**src/rtl/unidade_controle_jogo_param_pkg.sv**
```systemverilog
// Shared definitions for the parametrised sequence-memory game control unit:
// 4-bit state codes (D = fim_timeout, F = debug code for an invalid state),
// play-mode encoding, the registered output bundle and its Moore decoder.
package unidade_controle_jogo_param_pkg;

  typedef enum logic [3:0] {
    ST_INICIAL     = 4'h0,
    ST_PREPARACAO  = 4'h1,
    ST_NOVA_SEQ    = 4'h2,
    ST_ESPERA      = 4'h3,
    ST_REGISTRA    = 4'h4,
    ST_COMPARACAO  = 4'h5,
    ST_PROXIMO     = 4'h6,
    ST_PERDE_VIDA  = 4'h7,
    ST_FIM_ACERTO  = 4'hA,
    ST_FIM_TIMEOUT = 4'hD,
    ST_FIM_ERRO    = 4'hE
  } estado_t;

  localparam logic [3:0] DB_INVALIDO = 4'hF;

  localparam logic MODO_PROGRESSIVO = 1'b0;
  localparam logic MODO_COMPLETO    = 1'b1;

  typedef struct packed {
    logic       zeraE;
    logic       contaE;
    logic       zeraL;
    logic       contaL;
    logic       zeraR;
    logic       registraR;
    logic       ganhou;
    logic       perdeu;
    logic       pronto;
    logic       deu_timeout;
    logic [3:0] db_estado;
  } saida_t;

  // Moore output decode for one state; unknown codes behave as inicial but report F.
  function automatic saida_t decodifica_saidas(input estado_t e);
    saida_t s;
    s           = '0;
    s.db_estado = 4'(e);
    case (e)
      ST_INICIAL:     begin s.zeraE = 1'b1; s.zeraR  = 1'b1; end
      ST_PREPARACAO:  begin s.zeraE = 1'b1; s.zeraL  = 1'b1; end
      ST_NOVA_SEQ:    begin s.zeraE = 1'b1; s.contaL = 1'b1; end
      ST_REGISTRA:    s.registraR = 1'b1;
      ST_PROXIMO:     s.contaE    = 1'b1;
      ST_PERDE_VIDA:  s.zeraE     = 1'b1;
      ST_FIM_ACERTO:  begin s.ganhou = 1'b1; s.pronto = 1'b1; end
      ST_FIM_TIMEOUT: begin s.perdeu = 1'b1; s.pronto = 1'b1; s.deu_timeout = 1'b1; end
      ST_FIM_ERRO:    begin s.perdeu = 1'b1; s.pronto = 1'b1; end
      ST_ESPERA, ST_COMPARACAO: ;
      default: begin
        s.zeraE     = 1'b1;
        s.zeraR     = 1'b1;
        s.db_estado = DB_INVALIDO;
      end
    endcase
    return s;
  endfunction

endpackage

```
**src/rtl/unidade_controle_jogo_param_if.sv**
```systemverilog
// Bus between the game wrapper/datapath and the control unit.
// master: wrapper/datapath side (drives requests and datapath flags).
// slave : control unit (drives datapath controls, result flags, vidas, db_estado).
interface unidade_controle_jogo_param_if #(
  parameter int unsigned LIVES_W = 4
);
  logic               jogar;
  logic               jogada;
  logic               modo;
  logic               igualE;
  logic               igualL;
  logic               fimE;
  logic               fimL;
  logic               zeraE;
  logic               contaE;
  logic               zeraL;
  logic               contaL;
  logic               zeraR;
  logic               registraR;
  logic               ganhou;
  logic               perdeu;
  logic               pronto;
  logic               deu_timeout;
  logic [LIVES_W-1:0] vidas;
  logic [3:0]         db_estado;

  modport master (
    output jogar, jogada, modo, igualE, igualL, fimE, fimL,
    input  zeraE, contaE, zeraL, contaL, zeraR, registraR,
    input  ganhou, perdeu, pronto, deu_timeout, vidas, db_estado
  );

  modport slave (
    input  jogar, jogada, modo, igualE, igualL, fimE, fimL,
    output zeraE, contaE, zeraL, contaL, zeraR, registraR,
    output ganhou, perdeu, pronto, deu_timeout, vidas, db_estado
  );
endinterface

```
**src/rtl/unidade_controle_jogo_param_contador_timeout.sv**
```systemverilog
// Response-timeout counter: cleared by zera, advances on conta, and flags fim
// once TIMEOUT_CYCLES-1 has been reached (holding there until cleared).
// Ports: clock, reset (sync, active-high), zera, conta -> fim.
module contador_timeout #(
  parameter int unsigned TIMEOUT_CYCLES = 5000
) (
  input  logic clock,
  input  logic reset,
  input  logic zera,
  input  logic conta,
  output logic fim
);
  localparam int unsigned CNT_W = (TIMEOUT_CYCLES > 2) ? $clog2(TIMEOUT_CYCLES) : 1;

  logic [CNT_W-1:0] r_cnt;

  assign fim = (r_cnt == CNT_W'(TIMEOUT_CYCLES - 1));

  // Saturates at the terminal value so fim cannot be missed by wrapping.
  always_ff @(posedge clock) begin
    if (reset || zera) begin
      r_cnt <= '0;
    end else if (conta && !fim) begin
      r_cnt <= r_cnt + CNT_W'(1);
    end
  end
endmodule

```
**src/rtl/unidade_controle_jogo_param.sv**
```systemverilog
// Moore control unit for the sequence-memory game with lives, optional
// response timeout and progressive/full-sequence play modes.
// Ports: clock, reset (sync, active-high), bus (slave modport): requests
// jogar/jogada/modo, datapath flags igualE/igualL/fimE/fimL, datapath
// controls, result flags, vidas and db_estado.
// Build option: define UCJ_TIMEOUT_EN to include the espera timeout counter;
// without it espera waits indefinitely and deu_timeout stays 0.
module unidade_controle_jogo_param
  import unidade_controle_jogo_param_pkg::*;
#(
  parameter int unsigned NUM_LIVES      = 3,
  parameter int unsigned TIMEOUT_CYCLES = 5000,
  parameter int unsigned LIVES_W        = 4
) (
  input logic                          clock,
  input logic                          reset,
  unidade_controle_jogo_param_if.slave bus
);

  estado_t            r_estado;
  estado_t            w_proximo;
  saida_t             r_saida;
  saida_t             w_saida;
  logic [LIVES_W-1:0] r_vidas;
  logic               r_modo;
  logic               w_timeout;
  logic               w_ha_vidas;
  logic               w_entra_perda;
  logic               w_unused;

  // fimL is a debug-only datapath flag.
  assign w_unused = bus.fimL;

  assign w_ha_vidas    = (r_vidas > LIVES_W'(1));
  assign w_entra_perda = (w_proximo != r_estado) &&
                         (w_proximo inside {ST_PERDE_VIDA, ST_FIM_ERRO, ST_FIM_TIMEOUT});

`ifdef UCJ_TIMEOUT_EN
  logic w_fim_timer;
  logic w_zera_timer;
  logic w_conta_timer;

  // Timer runs only in espera, so every fresh entry starts from zero.
  assign w_conta_timer = (r_estado == ST_ESPERA);
  assign w_zera_timer  = !w_conta_timer;

  contador_timeout #(
    .TIMEOUT_CYCLES(TIMEOUT_CYCLES)
  ) u_contador_timeout (
    .clock (clock),
    .reset (reset),
    .zera  (w_zera_timer),
    .conta (w_conta_timer),
    .fim   (w_fim_timer)
  );

  assign w_timeout = w_fim_timer && (r_estado == ST_ESPERA);
`else
  localparam int unsigned unused_timeout_cycles = TIMEOUT_CYCLES;
  assign w_timeout = 1'b0;
`endif

  // State register
  always_ff @(posedge clock) begin
    if (reset) r_estado <= ST_INICIAL;
    else       r_estado <= w_proximo;
  end

  // Next-state logic
  always_comb begin
    w_proximo = r_estado;
    case (r_estado)
      ST_INICIAL:    if (bus.jogar) w_proximo = ST_PREPARACAO;
      ST_PREPARACAO: w_proximo = ST_ESPERA;
      ST_NOVA_SEQ:   w_proximo = ST_ESPERA;
      ST_ESPERA: begin
        // Timeout takes priority over a jogada in the same cycle.
        if (w_timeout)       w_proximo = w_ha_vidas ? ST_PERDE_VIDA : ST_FIM_TIMEOUT;
        else if (bus.jogada) w_proximo = ST_REGISTRA;
      end
      ST_REGISTRA:   w_proximo = ST_COMPARACAO;
      ST_COMPARACAO: begin
        if (!bus.igualE)                                    w_proximo = w_ha_vidas ? ST_PERDE_VIDA : ST_FIM_ERRO;
        else if (bus.fimE)                                  w_proximo = ST_FIM_ACERTO;
        else if ((r_modo == MODO_PROGRESSIVO) && bus.igualL) w_proximo = ST_NOVA_SEQ;
        else                                                w_proximo = ST_PROXIMO;
      end
      ST_PROXIMO:    w_proximo = ST_ESPERA;
      ST_PERDE_VIDA: w_proximo = ST_ESPERA;
      ST_FIM_ACERTO, ST_FIM_TIMEOUT, ST_FIM_ERRO:
        if (bus.jogar) w_proximo = ST_PREPARACAO;
      default:       w_proximo = ST_INICIAL;
    endcase
  end

  // Output decode of the upcoming state, so the registered outputs track r_estado.
  always_comb begin
    w_saida = decodifica_saidas(w_proximo);
`ifndef UCJ_TIMEOUT_EN
    w_saida.deu_timeout = 1'b0;
`endif
  end

  always_ff @(posedge clock) begin
    if (reset) r_saida <= decodifica_saidas(ST_INICIAL);
    else       r_saida <= w_saida;
  end

  // Lives: loaded entering preparacao, one taken on entry to any loss state.
  always_ff @(posedge clock) begin
    if (reset) begin
      r_vidas <= '0;
    end else if (w_proximo == ST_PREPARACAO) begin
      r_vidas <= LIVES_W'(NUM_LIVES);
    end else if (w_entra_perda && (r_vidas != '0)) begin
      r_vidas <= r_vidas - LIVES_W'(1);
    end
  end

  // Play mode is latched once per game.
  always_ff @(posedge clock) begin
    if (reset)                           r_modo <= MODO_PROGRESSIVO;
    else if (r_estado == ST_PREPARACAO) r_modo <= bus.modo;
  end

  assign bus.zeraE       = r_saida.zeraE;
  assign bus.contaE      = r_saida.contaE;
  assign bus.zeraL       = r_saida.zeraL;
  assign bus.contaL      = r_saida.contaL;
  assign bus.zeraR       = r_saida.zeraR;
  assign bus.registraR   = r_saida.registraR;
  assign bus.ganhou      = r_saida.ganhou;
  assign bus.perdeu      = r_saida.perdeu;
  assign bus.pronto      = r_saida.pronto;
  assign bus.deu_timeout = r_saida.deu_timeout;
  assign bus.db_estado   = r_saida.db_estado;
  assign bus.vidas       = r_vidas;

endmodule

```
**src/flat_wrapper.sv**
```systemverilog
// flat-port wrapper written by rule: the top's interface ports become plain ports
module unidade_controle_jogo_param_flat import unidade_controle_jogo_param_pkg::*;
#(
  parameter int unsigned NUM_LIVES      = 3,
  parameter int unsigned TIMEOUT_CYCLES = 5000,
  parameter int unsigned LIVES_W        = 4
)
  (clock, reset, bus_jogar, bus_jogada, bus_modo, bus_igualE, bus_igualL, bus_fimE, bus_fimL, bus_zeraE, bus_contaE, bus_zeraL, bus_contaL, bus_zeraR, bus_registraR, bus_ganhou, bus_perdeu, bus_pronto, bus_deu_timeout, bus_vidas, bus_db_estado);
  unidade_controle_jogo_param_if #(.LIVES_W(LIVES_W)) bus_i ();
  input logic clock;
  input logic reset;
  input wire logic [$bits(bus_i.jogar)-1:0] bus_jogar;
  input wire logic [$bits(bus_i.jogada)-1:0] bus_jogada;
  input wire logic [$bits(bus_i.modo)-1:0] bus_modo;
  input wire logic [$bits(bus_i.igualE)-1:0] bus_igualE;
  input wire logic [$bits(bus_i.igualL)-1:0] bus_igualL;
  input wire logic [$bits(bus_i.fimE)-1:0] bus_fimE;
  input wire logic [$bits(bus_i.fimL)-1:0] bus_fimL;
  output wire logic [$bits(bus_i.zeraE)-1:0] bus_zeraE;
  output wire logic [$bits(bus_i.contaE)-1:0] bus_contaE;
  output wire logic [$bits(bus_i.zeraL)-1:0] bus_zeraL;
  output wire logic [$bits(bus_i.contaL)-1:0] bus_contaL;
  output wire logic [$bits(bus_i.zeraR)-1:0] bus_zeraR;
  output wire logic [$bits(bus_i.registraR)-1:0] bus_registraR;
  output wire logic [$bits(bus_i.ganhou)-1:0] bus_ganhou;
  output wire logic [$bits(bus_i.perdeu)-1:0] bus_perdeu;
  output wire logic [$bits(bus_i.pronto)-1:0] bus_pronto;
  output wire logic [$bits(bus_i.deu_timeout)-1:0] bus_deu_timeout;
  output wire logic [$bits(bus_i.vidas)-1:0] bus_vidas;
  output wire logic [$bits(bus_i.db_estado)-1:0] bus_db_estado;
  assign bus_i.jogar = bus_jogar;
  assign bus_i.jogada = bus_jogada;
  assign bus_i.modo = bus_modo;
  assign bus_i.igualE = bus_igualE;
  assign bus_i.igualL = bus_igualL;
  assign bus_i.fimE = bus_fimE;
  assign bus_i.fimL = bus_fimL;
  assign bus_zeraE = bus_i.zeraE;
  assign bus_contaE = bus_i.contaE;
  assign bus_zeraL = bus_i.zeraL;
  assign bus_contaL = bus_i.contaL;
  assign bus_zeraR = bus_i.zeraR;
  assign bus_registraR = bus_i.registraR;
  assign bus_ganhou = bus_i.ganhou;
  assign bus_perdeu = bus_i.perdeu;
  assign bus_pronto = bus_i.pronto;
  assign bus_deu_timeout = bus_i.deu_timeout;
  assign bus_vidas = bus_i.vidas;
  assign bus_db_estado = bus_i.db_estado;
  unidade_controle_jogo_param #(.NUM_LIVES(NUM_LIVES), .TIMEOUT_CYCLES(TIMEOUT_CYCLES), .LIVES_W(LIVES_W)) u_core (.clock(clock), .reset(reset), .bus(bus_i));
endmodule
```
**config.mk**
```make
export PLATFORM = sky130hd
export DESIGN_NAME = unidade_controle_jogo_param_flat
export DESIGN_NICKNAME = d
export VERILOG_FILES = /design/src/rtl/unidade_controle_jogo_param_pkg.sv /design/src/rtl/unidade_controle_jogo_param_if.sv /design/src/rtl/unidade_controle_jogo_param_contador_timeout.sv /design/src/rtl/unidade_controle_jogo_param.sv /design/src/flat_wrapper.sv
export SDC_FILE = /design/constraint.sdc
export NUM_CORES = 1
export LEC_CHECK = 0
export ABC_CLOCK_PERIOD_IN_PS = 2100
export CORE_MARGIN = 10
export CORE_UTILIZATION = 55
export DETAILED_ROUTE_END_ITERATION = 10
export DONT_BUFFER_PORTS = 1
export GPL_TIMING_DRIVEN = 0
export PLACE_DENSITY = 0.7
export RECOVER_POWER = 25
export SYNTH_ARGS = -nofsm -noshare
export SYNTH_HDL_FRONTEND = slang
export SYNTH_SLANG_ARGS = --single-unit
```
**constraint.sdc**
```tcl
create_clock -name clock -period 2.1 [get_ports clock]
set_input_delay 0.42 -clock clock [delete_from_list [all_inputs] [get_ports clock]]
set_output_delay 0.42 -clock clock [all_outputs]
set_load 0.02 [all_outputs]
```
==> results of run 1 <==
[routing by layer]
metal,global-route usage [%],wire length [microns]
met1,13.89,1075
met2,17.00,1305
met3,5.401,254
met4,2.406,16
met5,0,0
[synthesized netlist by cell type, types with 2 or more instances]
| cell | n | area, sq um |
|---|---|---|
| dfxtp_1 | 22 | 440.4 |
| nor2_1 | 10 | 37.54 |
| a21oi_1 | 9 | 45.04 |
| and2_1 | 5 | 31.28 |
| inv_1 | 5 | 18.77 |
| nand2b_1 | 4 | 25.02 |
| nor2b_1 | 4 | 25.02 |
| o21ai_0 | 4 | 20.02 |
| clkbuf_1 | 3 | 11.26 |
| ha_1 | 3 | 37.54 |
| nand3_1 | 3 | 15.01 |
| nand3b_1 | 3 | 22.52 |
| nor3_1 | 3 | 15.01 |
| o21bai_1 | 3 | 22.52 |
| or3_1 | 3 | 18.77 |
| a211o_1 | 2 | 17.52 |
| buf_2 | 2 | 10.01 |
| buf_4 | 2 | 15.01 |
| nor3b_1 | 2 | 15.01 |
| o311a_1 | 2 | 20.02 |
| xnor2_1 | 2 | 17.52 |
[worst max-delay path, delay by kind of cell, from the launching register on]
kind                       cells  cell delay, ns
DFF                            1            0.43
AOI/OAI and AO/OA              4            0.59
and+or+nand+nor                2            0.60
adders and majority gates      1            0.16
buffers and inverters          2            0.22
[final timing paths]
check	from	end	slack (ns)	cells past startpoint
worst max register to register	u_core.bus.vidas[0]	u_core.bus.vidas[3]	0.04	9
worst max-delay path	u_core.bus.vidas[0]	u_core.bus.vidas[3]	0.04	9
worst min-delay path	reset	u_core.bus.registraR	0.19	1
worst min register to register	u_core.r_modo	u_core.r_modo	0.52	2
[cells by family (layout without fill, tap and decap cells)]
| logic type | after synthesis | count (layout) | synth area share, % |
|---|---|---|---|
| other | 1 | 1 | 0.3469 |
| adder cells (fa/ha/maj) | 3 | 3 | 3.473 |
| multiplexers | 2 | 2 | 1.968 |
| buffers and inverters | 12 | 20 | 5.092 |
| XOR/XNOR | 3 | 3 | 2.431 |
| flip-flops | 22 | 22 | 40.74 |
| AND/OR/NAND/NOR | 45 | 45 | 25.69 |
| AO/OA/AOI/OAI | 30 | 30 | 20.26 |
[power groups by stage]
stage / sequential (mW) / clock [mW] / combinational [mW]
3_3_place_gp: 0.556 / 0 / 0.285
4_1_cts: 0.551 / 0.228 / 0.291
6_report: 0.554 / 0.225 / 0.369
2_1_floorplan: 0.543 / 0 / 0.239
3_5_place_dp: 0.555 / 0 / 0.289
5_1_grt: 0.562 / 0.243 / 0.408
[timing repair]
item | CTS | global route
resized for setup | 3 | 22
setup endpoints to repair | 6 | 10
setup buffers | 2 | 2
pin swaps | 1 | 7
[layout make-up]
class | instances | area (sq um)
Buffer | 7 | 38.79
Clock buffer | 4 | 36.28
Fill cell | 150 | 549.3
Inverter | 5 | 21.27
Multi-Input combinational cell | 84 | 645.6
Sequential cell | 22 | 449.2
Tap cell | 25 | 31.28
Timing Repair Buffer | 4 | 30.03
[registers in the layout, indices dropped and copies added, names as in the netlist]
signal / flops
u_core.bus.db_estado: 4
u_core.bus.vidas: 4
u_core.r_estado: 4
u_core.bus.contaE: 1
u_core.bus.contaL: 1
u_core.bus.ganhou: 1
u_core.bus.perdeu: 1
u_core.bus.pronto: 1
u_core.bus.registraR: 1
u_core.bus.zeraE: 1
u_core.bus.zeraL: 1
u_core.bus.zeraR: 1
u_core.r_modo: 1
==> impl_metrics.csv, run 1 <==
group,metric,value,unit
run_status,outcome,"finished, final reports clean",
logic_synthesis,async_reset_ff_share,0,%
place,numPortBuffers,0,
timing,clock.fmax,485.9,MHz
pwr,swShare,34.97,%
finish,finalNetCount,139,
logic_synthesis,synth_edf_count,0,
global_routing,grt_pass1_vias,799,
pwr,cellLeakagePower,0.5193,nW
cts,clock_sinks,22,
worst_setup_path,crit_arrival,2.30,ns
timing,worst_hold_slack,0.1865,ns
timing,fin_tns_setup,0,ns
pwr,powerDensity,916.4,nW/um^2
pwr,seqPwrFrac,48.2,%
logic_synthesis,yosysWarnings,0,
timing,period_needed,2.058,ns
pwr,peakVddDrop,0.0006492,V
routing,wl_per_cell,17.56,microns
floorplanning,die-area,4139,sq um
routing,ant_nets,0,
place,place_congestion,0.8835,
logic_synthesis,syn_area,1081,sq um
worst_setup_path,cp-end-kind,"register",
finish,final_area,1252,sq um
routing,vias,889,
floorplanning,die_w,64.34,microns
worst_setup_path,cp-start-kind,"register",
pwr,comb_power_share,32.1,%
finish,diodes,0,
finish,drive_gt1_share,26.19,%
cts,clk_pin_slew,0.12,ns
logic_synthesis,synth_seq_cells,22,
place,placed_cell_area,1112,sq um
worst_setup_path,crit_path_top_delay_cell,"dfxtp_4",
floorplanning,initial_core_util,60.00,%
finish,layout.cells.most_common,"dfxtp_1",
logic_synthesis,synth_cell_types,43,
cts,clock_latency,0.29,ns
worst_hold_path,hold_path_class,"primary input to register",
cts,cts_tree,"built",
pwr,power_frac_clock,19.6,%
worst_setup_path,crit_chain,"inv_4 -> ha_2 -> or3b_4 -> o211ai_1 -> a211oi_2 -> o211ai_2 -> buf_4 -> or3_4 -> a21oi_2",
run,cap_violations,0,
pwr,p_sw,0.4013,mW
global_routing,overflow,0,
finish,area_delta_synth_final,15.86,%
routing,first_pass_iters,4,
timing,skew,0.004712,ns
global_routing,antenna_found_initial,0,
routing,viasPerCell,5.887,
routing,first_iter_violations,42,
worst_setup_path,critPathRequiredTime,2.34,ns
timing,finalCritPeriodShare,98.01,%
timing,worstMarginPinSlew,0.6485,ns
cts,cts-buffers-inserted,3,
floorplanning,row_count,15,
logic_synthesis,syn_nets,130,
timing,setup_viol,0,
timing,hold_viol_final,0,
place,placedCellCount,143,
finish,final_util,69.51,%
timing,slew_headroom,56.76,%
logic_synthesis,synthFlopType,"dfxtp_1",
global_routing,grt_max_degree,13,
finish,final_cells,151,
worst_setup_path,cp_slowest_stage_delay,0.43,ns
floorplanning,ios,27,
floorplanning,die_y,64.34,microns
place,hpwl,1.784,mm
worst_setup_path,critPathMaxFanout,4,
logic_synthesis,syn_area_per_cell,9.161,sq um
cts,root_buffer,"clkbuf_4",
place,dp_worst_setup_slack,-0.07818,ns
pwr,intPower,0.7464,mW
floorplanning,core_area,1802,sq um
finish,layout_common_cells,"dfxtp_1, nor2_1, a21oi_1",
logic_synthesis,syn_inst,118,
cts,htreeDepth,1,
global_routing,grt_usage,11.17,%
logic_synthesis,ys_seq_area_share,40.74,%
cts,max-clock-path-buffers,2,
global_routing,grt_pass1_wl,3.857,mm
routing,drt_wl_total,2.651,mm
timing,layout_setup_ws,0.04189,ns
routing,drc,0,
pwr,report.power.total,1.148,mW
cts,holdBufCountCts,0,
timing,drv_slew,0,
worst_setup_path,path_class,"register to register",
Power figures use the tool's default switching activity.
==> run 2: changes to the inputs <==
Settings changed: SLEW_MARGIN from default to 0, SYNTH_HIERARCHICAL from default to 1.
==> run 2 against run 1 <==
Against the previous run:
- die area increased by 4.5%
- sequential power fell by 5.6%
- clock power down 17%
- utilization up 0.63 points
- clock-buffer cell count fell by 1
- register-to-register slack got worse by 0.07 ns
- via count increased by 3.9%
- setup slack lost 0.072 ns
- the flow now finishes with violations (setup timing)
- synthesized area rose by 6.6%
- first-iteration DRC count rose by 60%
- fmax is 3.4% lower
- wire length decreased by 2.9%
- critical endpoint is now u_core/bus.vidas[3]
==> impl_metrics.csv, run 2 <==
group,metric,value,unit
logic_synthesis,synth_cell_types,42,
place,place_congestion,0.8039,
pwr,report.power.total,1.094,mW
finish,diodes,0,
logic_synthesis,syn_nets,139,
worst_setup_path,cp-startpoint,"u_core/r_estado[3]",
floorplanning,die-area,4326,sq um
place,dp_worst_setup_slack,-0.1461,ns
timing,period_needed,2.130,ns
worst_setup_path,critPathRequiredTime,2.31,ns
cts,holdBufCountCts,0,
timing,finalCritPeriodShare,101.4,%
timing,hold_viol_final,0,
worst_setup_path,path_class,"register to register",
run_status,outcome,"finished, violations left",
logic_synthesis,synth_simple_gate_area_share,26.93,%
pwr,seqPwrFrac,47.8,%
pwr,power_frac_clock,17.0,%
worst_hold_path,hold_path_class,"primary input to register",
place,placed_cell_area,1240,sq um
timing,layout_setup_ws,-0.03009,ns
logic_synthesis,syn_area,1152,sq um
timing,skew,0.005889,ns
logic_synthesis,synth_top_family_by_area,"simple AND/OR/NAND/NOR gates",
global_routing,grt_usage,12.03,%
worst_setup_path,rr_startpoint,"u_core/r_estado[3]",
worst_setup_path,crit_arrival,2.34,ns
floorplanning,row_count,16,
logic_synthesis,synth.area.mux_share,0.8686,%
pwr,comb_power_share,35.2,%
pwr,peakVddDrop,0.0005042,V
timing,drv_slew,0,
global_routing,grt_max_degree,13,
finish,final_util,70.14,%
pwr,powerDensity,786.7,nW/um^2
cts,clock_sinks,21,
worst_hold_path,min_from,"reset",
finish,finalNetCount,154,
pwr,p_sw,0.3872,mW
place,numPortBuffers,0,
timing,setup_viol,2,
cts,cts_tree,"built",
floorplanning,die_y,65.78,microns
timing,rsz0062_at_grt,"true",
pwr,cellLeakagePower,0.5322,nW
cts,cts-buffers-inserted,3,
logic_synthesis,synth-compound-area-share,19.76,%
global_routing,antenna_found_initial,0,
floorplanning,initial_core_util,58.14,%
logic_synthesis,synth_common_cells,"dfxtp_1, nor2_1, a21oi_1",
global_routing,overflow,0,
logic_synthesis,synthXorXnorAreaFrac,2.172,%
floorplanning,die_w,65.78,microns
worst_setup_path,critPathMaxFanout,8,
run_status,violations,"setup timing",
logic_synthesis,syn_area_per_cell,9.074,sq um
timing,fin_tns_setup,-0.05085,ns
logic_synthesis,async_reset_ff_share,0,%
logic_synthesis,synth_seq_cells,21,
cts,root_buffer,"clkbuf_4",
logic_synthesis,syn_inst,127,
cts,htreeDepth,1,
worst_setup_path,cp-end-kind,"register",
routing,first_iter_violations,67,
logic_synthesis,yosysWarnings,6,
routing,drt_wl_total,2.574,mm
pwr,intPower,0.7064,mW
routing,ant_nets,0,
place,hpwl,1.874,mm
routing,wl_per_cell,15.32,microns
finish,layout_common_cells,"dfxtp_1, nor2_1, buf_4",
logic_synthesis,ys_seq_area_share,36.48,%
logic_synthesis,yosysMostFrequentCell,"dfxtp_1",
floorplanning,core_area,1982,sq um
logic_synthesis,synth_edf_count,0,
routing,drc,0,
logic_synthesis,netlist.area_leader.share,36.48,%
global_routing,grt_pass1_vias,917,
run,cap_violations,0,
routing,first_pass_iters,4,
cts,clk_pin_slew,0.11,ns
cts,clock_latency,0.30,ns
global_routing,grt_pass1_wl,4.174,mm
worst_setup_path,reg2reg_setup_slack,-0.03,ns
finish,final_area,1390,sq um
timing,clock.fmax,469.5,MHz
finish,drive_gt1_share,31.91,%
routing,viasPerCell,5.500,
logic_synthesis,synthFlopType,"dfxtp_1",
finish,layout.cells.most_common,"dfxtp_1",
pwr,swShare,35.41,%
logic_synthesis,synth_top_cell_by_area,"dfxtp_1",
routing,vias,924,
worst_setup_path,cp-start-kind,"register",
logic_synthesis,synthTopCellsByArea,"dfxtp_1, nor2_1, buf_6",
cts,max-clock-path-buffers,2,
finish,area_delta_synth_final,20.63,%
logic_synthesis,synthAdderAreaFrac,3.257,%
floorplanning,ios,27,
-- run 2: cell types whose count changed after synthesis, sizes merged, moves of 3 or more --
cell	before	now
and3	0	3
o21a	0	3
o21bai	3	0
nand2	1	7
nor2	10	16
or3	4	0
nor3	3	6
buf	4	7
-- run 2: worst paths after layout --
kind,cells past startpoint,endpoint
worst max-delay path,8,u_core/bus.vidas[3]
worst min-delay path,1,u_core/bus.ganhou
worst min register to register,2,u_core/r_modo
worst max register to register,8,u_core/bus.vidas[3]
-- run 2: kinds of logic (layout without fill, tap and decap cells) --
family,Yosys count,count (layout)
flops,21,21
compound gates,27,27
mux,1,1
fa+ha+maj,3,3
xor+xnor,2,2
simple gates,57,57
buf+inv,15,29
other cells,1,1
-- run 2: timing repair --
action	CTS	global route
pin swaps	8	7
buffers inserted	7	3
gates cloned	0	0
gates resized for setup	6	2
endpoints found under the setup margin	4	4
-- run 2: per-stage QoR --
stage	hold WS, ns	std cells
final	0.1885	168
after global routing	0.1671	168
after CTS	0.1812	165
after detailed placement	0.4953	154
after global placement	0.4801	154
after floorplan	0.4611	127
-- run 2: worst max-delay path: stages, from the launching register on --
cell	delay [ns]
dfxtp_1	0.33
buf_6	0.13
and4bb_2	0.26
o31ai_2	0.35
o221ai_4	0.19
nor3_1	0.35
and2_1	0.22
nor2_1	0.09
o21a_1	0.11
-- run 2: power groups by stage --
stage | sequential, mW | clock [mW] | combinational, mW
after floorplan | 0.519 | 0 | 0.258
after global placement | 0.530 | 0 | 0.293
after detailed placement | 0.532 | 0 | 0.299
after CTS | 0.524 | 0.195 | 0.371
after global routing | 0.531 | 0.216 | 0.422
final | 0.523 | 0.186 | 0.385
-- run 2: cell type report --
| class | instances | area, sq um |
|---|---|---|
| well taps | 27 | 33.78 |
| fillers | 154 | 591.8 |
| flip-flops and latches | 21 | 429.2 |
| repair buffers | 10 | 75.07 |
| clock inverters | 1 | 5.005 |
| plain buffers | 9 | 95.09 |
| inverters | 6 | 27.53 |
| clock buffers | 3 | 22.52 |
| multi-input cells | 91 | 701.9 |
-- run 2: layer usage --
metal  vias up  wire length (microns)  global-route usage, %
met2        31                   1332                  20.89
met1       423                    966                  12.74
li1        468                      -                      -
met5         -                      0                      0
met4         0                     17                  4.278
met3         2                    257                  4.915
==> run 3: changes to the inputs <==
Settings changed: ABC_CLOCK_PERIOD_IN_PS 2100 to default, CORE_UTILIZATION 55 to 30, PLACE_DENSITY 0.7 to default.
==> run 3 against run 2 <==
Against the previous run:
- the flow now finishes without violations
- wire length grew 3.1%
- die area is 55% higher
- worst hold slack improved by 0.051 ns
- clock-buffer cell count is the same
- global-route usage decreased by 3.8 points
- sequential power hardly changed
- setup slack better by 0.031 ns
- sequential share of layout area is 0.36 points lower
- critical endpoint unchanged
- largest cell class unchanged
==> impl_metrics.csv, run 3 (synthesis results as in run 2) <==
group,metric,value,unit
finish,drive_gt1_share,30.94,%
worst_setup_path,rr_worst_depth,10,
worst_setup_path,reg2reg_to,"u_core/bus.vidas[3]",
finish,area_delta_synth_final,22.04,%
pwr,cellLeakagePower,0.5325,nW
timing,setup_viol,0,
pwr,p_sw,0.4017,mW
pwr,seqPwrFrac,44.7,%
finish,finalNetCount,152,
worst_hold_path,min_path_cells,1,
timing,rsz0062_at_grt,"true",
worst_setup_path,crit_path_top_delay_cell,"dfxtp_4",
pwr,power_frac_clock,22.8,%
run,cap_violations,0,
place,numPortBuffers,0,
global_routing,antenna_found_initial,0,
cts,clk_pin_slew,0.09,ns
worst_setup_path,cpLargestDelayFamily,"compound AO/OA/AOI/OAI gates",
timing,worst_hold_slack,0.2392,ns
floorplanning,row_count,22,
floorplanning,die_w,81.98,microns
cts,htreeDepth,1,
cts,holdBufCountCts,0,
pwr,comb_power_share,32.5,%
routing,first_iter_violations,41,
worst_setup_path,critPathMaxFanout,7,
global_routing,grt_usage,8.265,%
finish,layout_common_cells,"dfxtp_1, nor2_1, buf_4",
cts,cts_tree,"built",
pwr,swShare,34.36,%
place,dp_worst_setup_slack,-0.1579,ns
finish,diodes,0,
routing,vias,914,
place,hpwl,2.052,mm
floorplanning,ios,27,
pwr,peakVddDrop,0.0004343,V
worst_setup_path,critPathRequiredTime,2.32,ns
timing,skew,0.01235,ns
cts,cts-buffers-inserted,3,
timing,hold_viol_final,0,
worst_setup_path,crit_arrival,2.32,ns
timing,finalCritPeriodShare,99.97,%
worst_hold_path,hold_path_class,"primary input to register",
finish,final_area,1406,sq um
worst_setup_path,cp-start-kind,"register",
routing,wl_per_cell,14.19,microns
routing,drc,0,
floorplanning,die_y,81.98,microns
global_routing,grt_pass1_wl,4.360,mm
run_status,outcome,"finished, final reports clean",
floorplanning,core_area,3689,sq um
global_routing,overflow,0,
pwr,report.power.total,1.169,mW
cts,clock_sinks,21,
routing,drt_wl_total,2.654,mm
worst_setup_path,critPathBufInv,2,
timing,layout_setup_ws,0.0007132,ns
place,placed_cell_area,1266,sq um
worst_hold_path,holdPathEnd,"u_core/r_estado[1]",
worst_hold_path,min_from,"reset",
routing,first_pass_iters,4,
place,place_congestion,0.8227,
worst_setup_path,reg2reg_setup_slack,0.0007,ns
timing,drv_slew,0,
worst_setup_path,crit_chain,"inv_4 -> ha_4 -> nor2_4 -> o311ai_4 -> o221a_1 -> buf_6 -> xor2_4 -> a221oi_4 -> and3_4 -> o21a_1",
timing,period_needed,2.099,ns
timing,clock.fmax,476.4,MHz
finish,layout.cells.most_common,"dfxtp_1",
finish,fillers,384,
routing,viasPerCell,4.888,
cts,clock_latency,0.26,ns
worst_setup_path,cp-end-kind,"register",
global_routing,grt_pass1_vias,904,
floorplanning,initial_core_util,31.24,%
routing,ant_nets,0,
floorplanning,die-area,6720,sq um
cts,max-clock-path-buffers,2,
worst_setup_path,path_class,"register to register",
worst_setup_path,cp_slowest_stage_delay,0.41,ns
pwr,powerDensity,831.3,nW/um^2
global_routing,grt_max_degree,13,
pwr,intPower,0.7674,mW
worst_setup_path,rr_startpoint,"u_core/bus.vidas[0]",
cts,root_buffer,"clkbuf_8",
## run 3: what timing repair did
item	in CTS	in global routing
gates resized for setup	4	2
setup endpoints to repair	4	4
pin swaps	7	3
setup buffers	7	1
endpoints found under the hold margin	0	0
## run 3: metrics by stage
stage | cells | util [%] | setup TNS (ns)
finish | 187 | 38.13 | 0
global route | 187 | 38.13 | -0.4495
CTS | 186 | 37.58 | -0.02039
detailed placement | 175 | 34.33 | -0.4853
global placement | 175 | 34.33 | -0.4056
floorplan | 127 | - | 0
## run 3: final cells by class
type / instances / area, sq um / area share (%)
multi-input combinational: 91 / 688.2 / 48.93
sequential: 21 / 429.2 / 30.52
buffer: 9 / 95.09 / 6.762
timing repair buffer: 8 / 60.06 / 4.270
tap: 48 / 60.06 / 4.270
clock buffer: 3 / 41.29 / 2.936
inverter: 6 / 27.53 / 1.957
clock inverter: 1 / 5.005 / 0.3559
## run 3: worst max path at each step
| stage | depth (start not counted) | to | from | slack (ns) |
|---|---|---|---|---|
| 4_1_cts | 10 | u_core/bus.vidas[3] | u_core/bus.vidas[0] | -0.02 |
| 5_1_grt | 10 | u_core/bus.vidas[2] | u_core/bus.vidas[0] | -0.14 |
| 3_3_place_gp | 10 | u_core/bus.vidas[3] | u_core/bus.vidas[1] | -0.13 |
| 2_1_floorplan | 10 | u_core/bus.vidas[3] | u_core/bus.vidas[1] | 0.02 |
| 6_report | 10 | u_core/bus.vidas[3] | u_core/bus.vidas[0] | 0.0007 |
| 3_5_place_dp | 10 | u_core/bus.vidas[3] | u_core/bus.vidas[1] | -0.16 |
## run 3: metal layers
layer  GRT usage, %  vias to the layer above  share of wire [%]
met5              0                        -                  0
met1          9.114                      429                 40
met4          2.891                        0               0.41
met3          3.493                        2                7.2
li1               -                      465                  -
met2          13.95                       18                 52
## run 3: power groups by stage
stage / Sequential [mW] / Combinational (mW) / Clock (mW)
finish: 0.523 / 0.380 / 0.267
global placement: 0.533 / 0.296 / 0
floorplan: 0.519 / 0.258 / 0
CTS: 0.525 / 0.360 / 0.278
detailed placement: 0.533 / 0.301 / 0
global route: 0.529 / 0.423 / 0.298
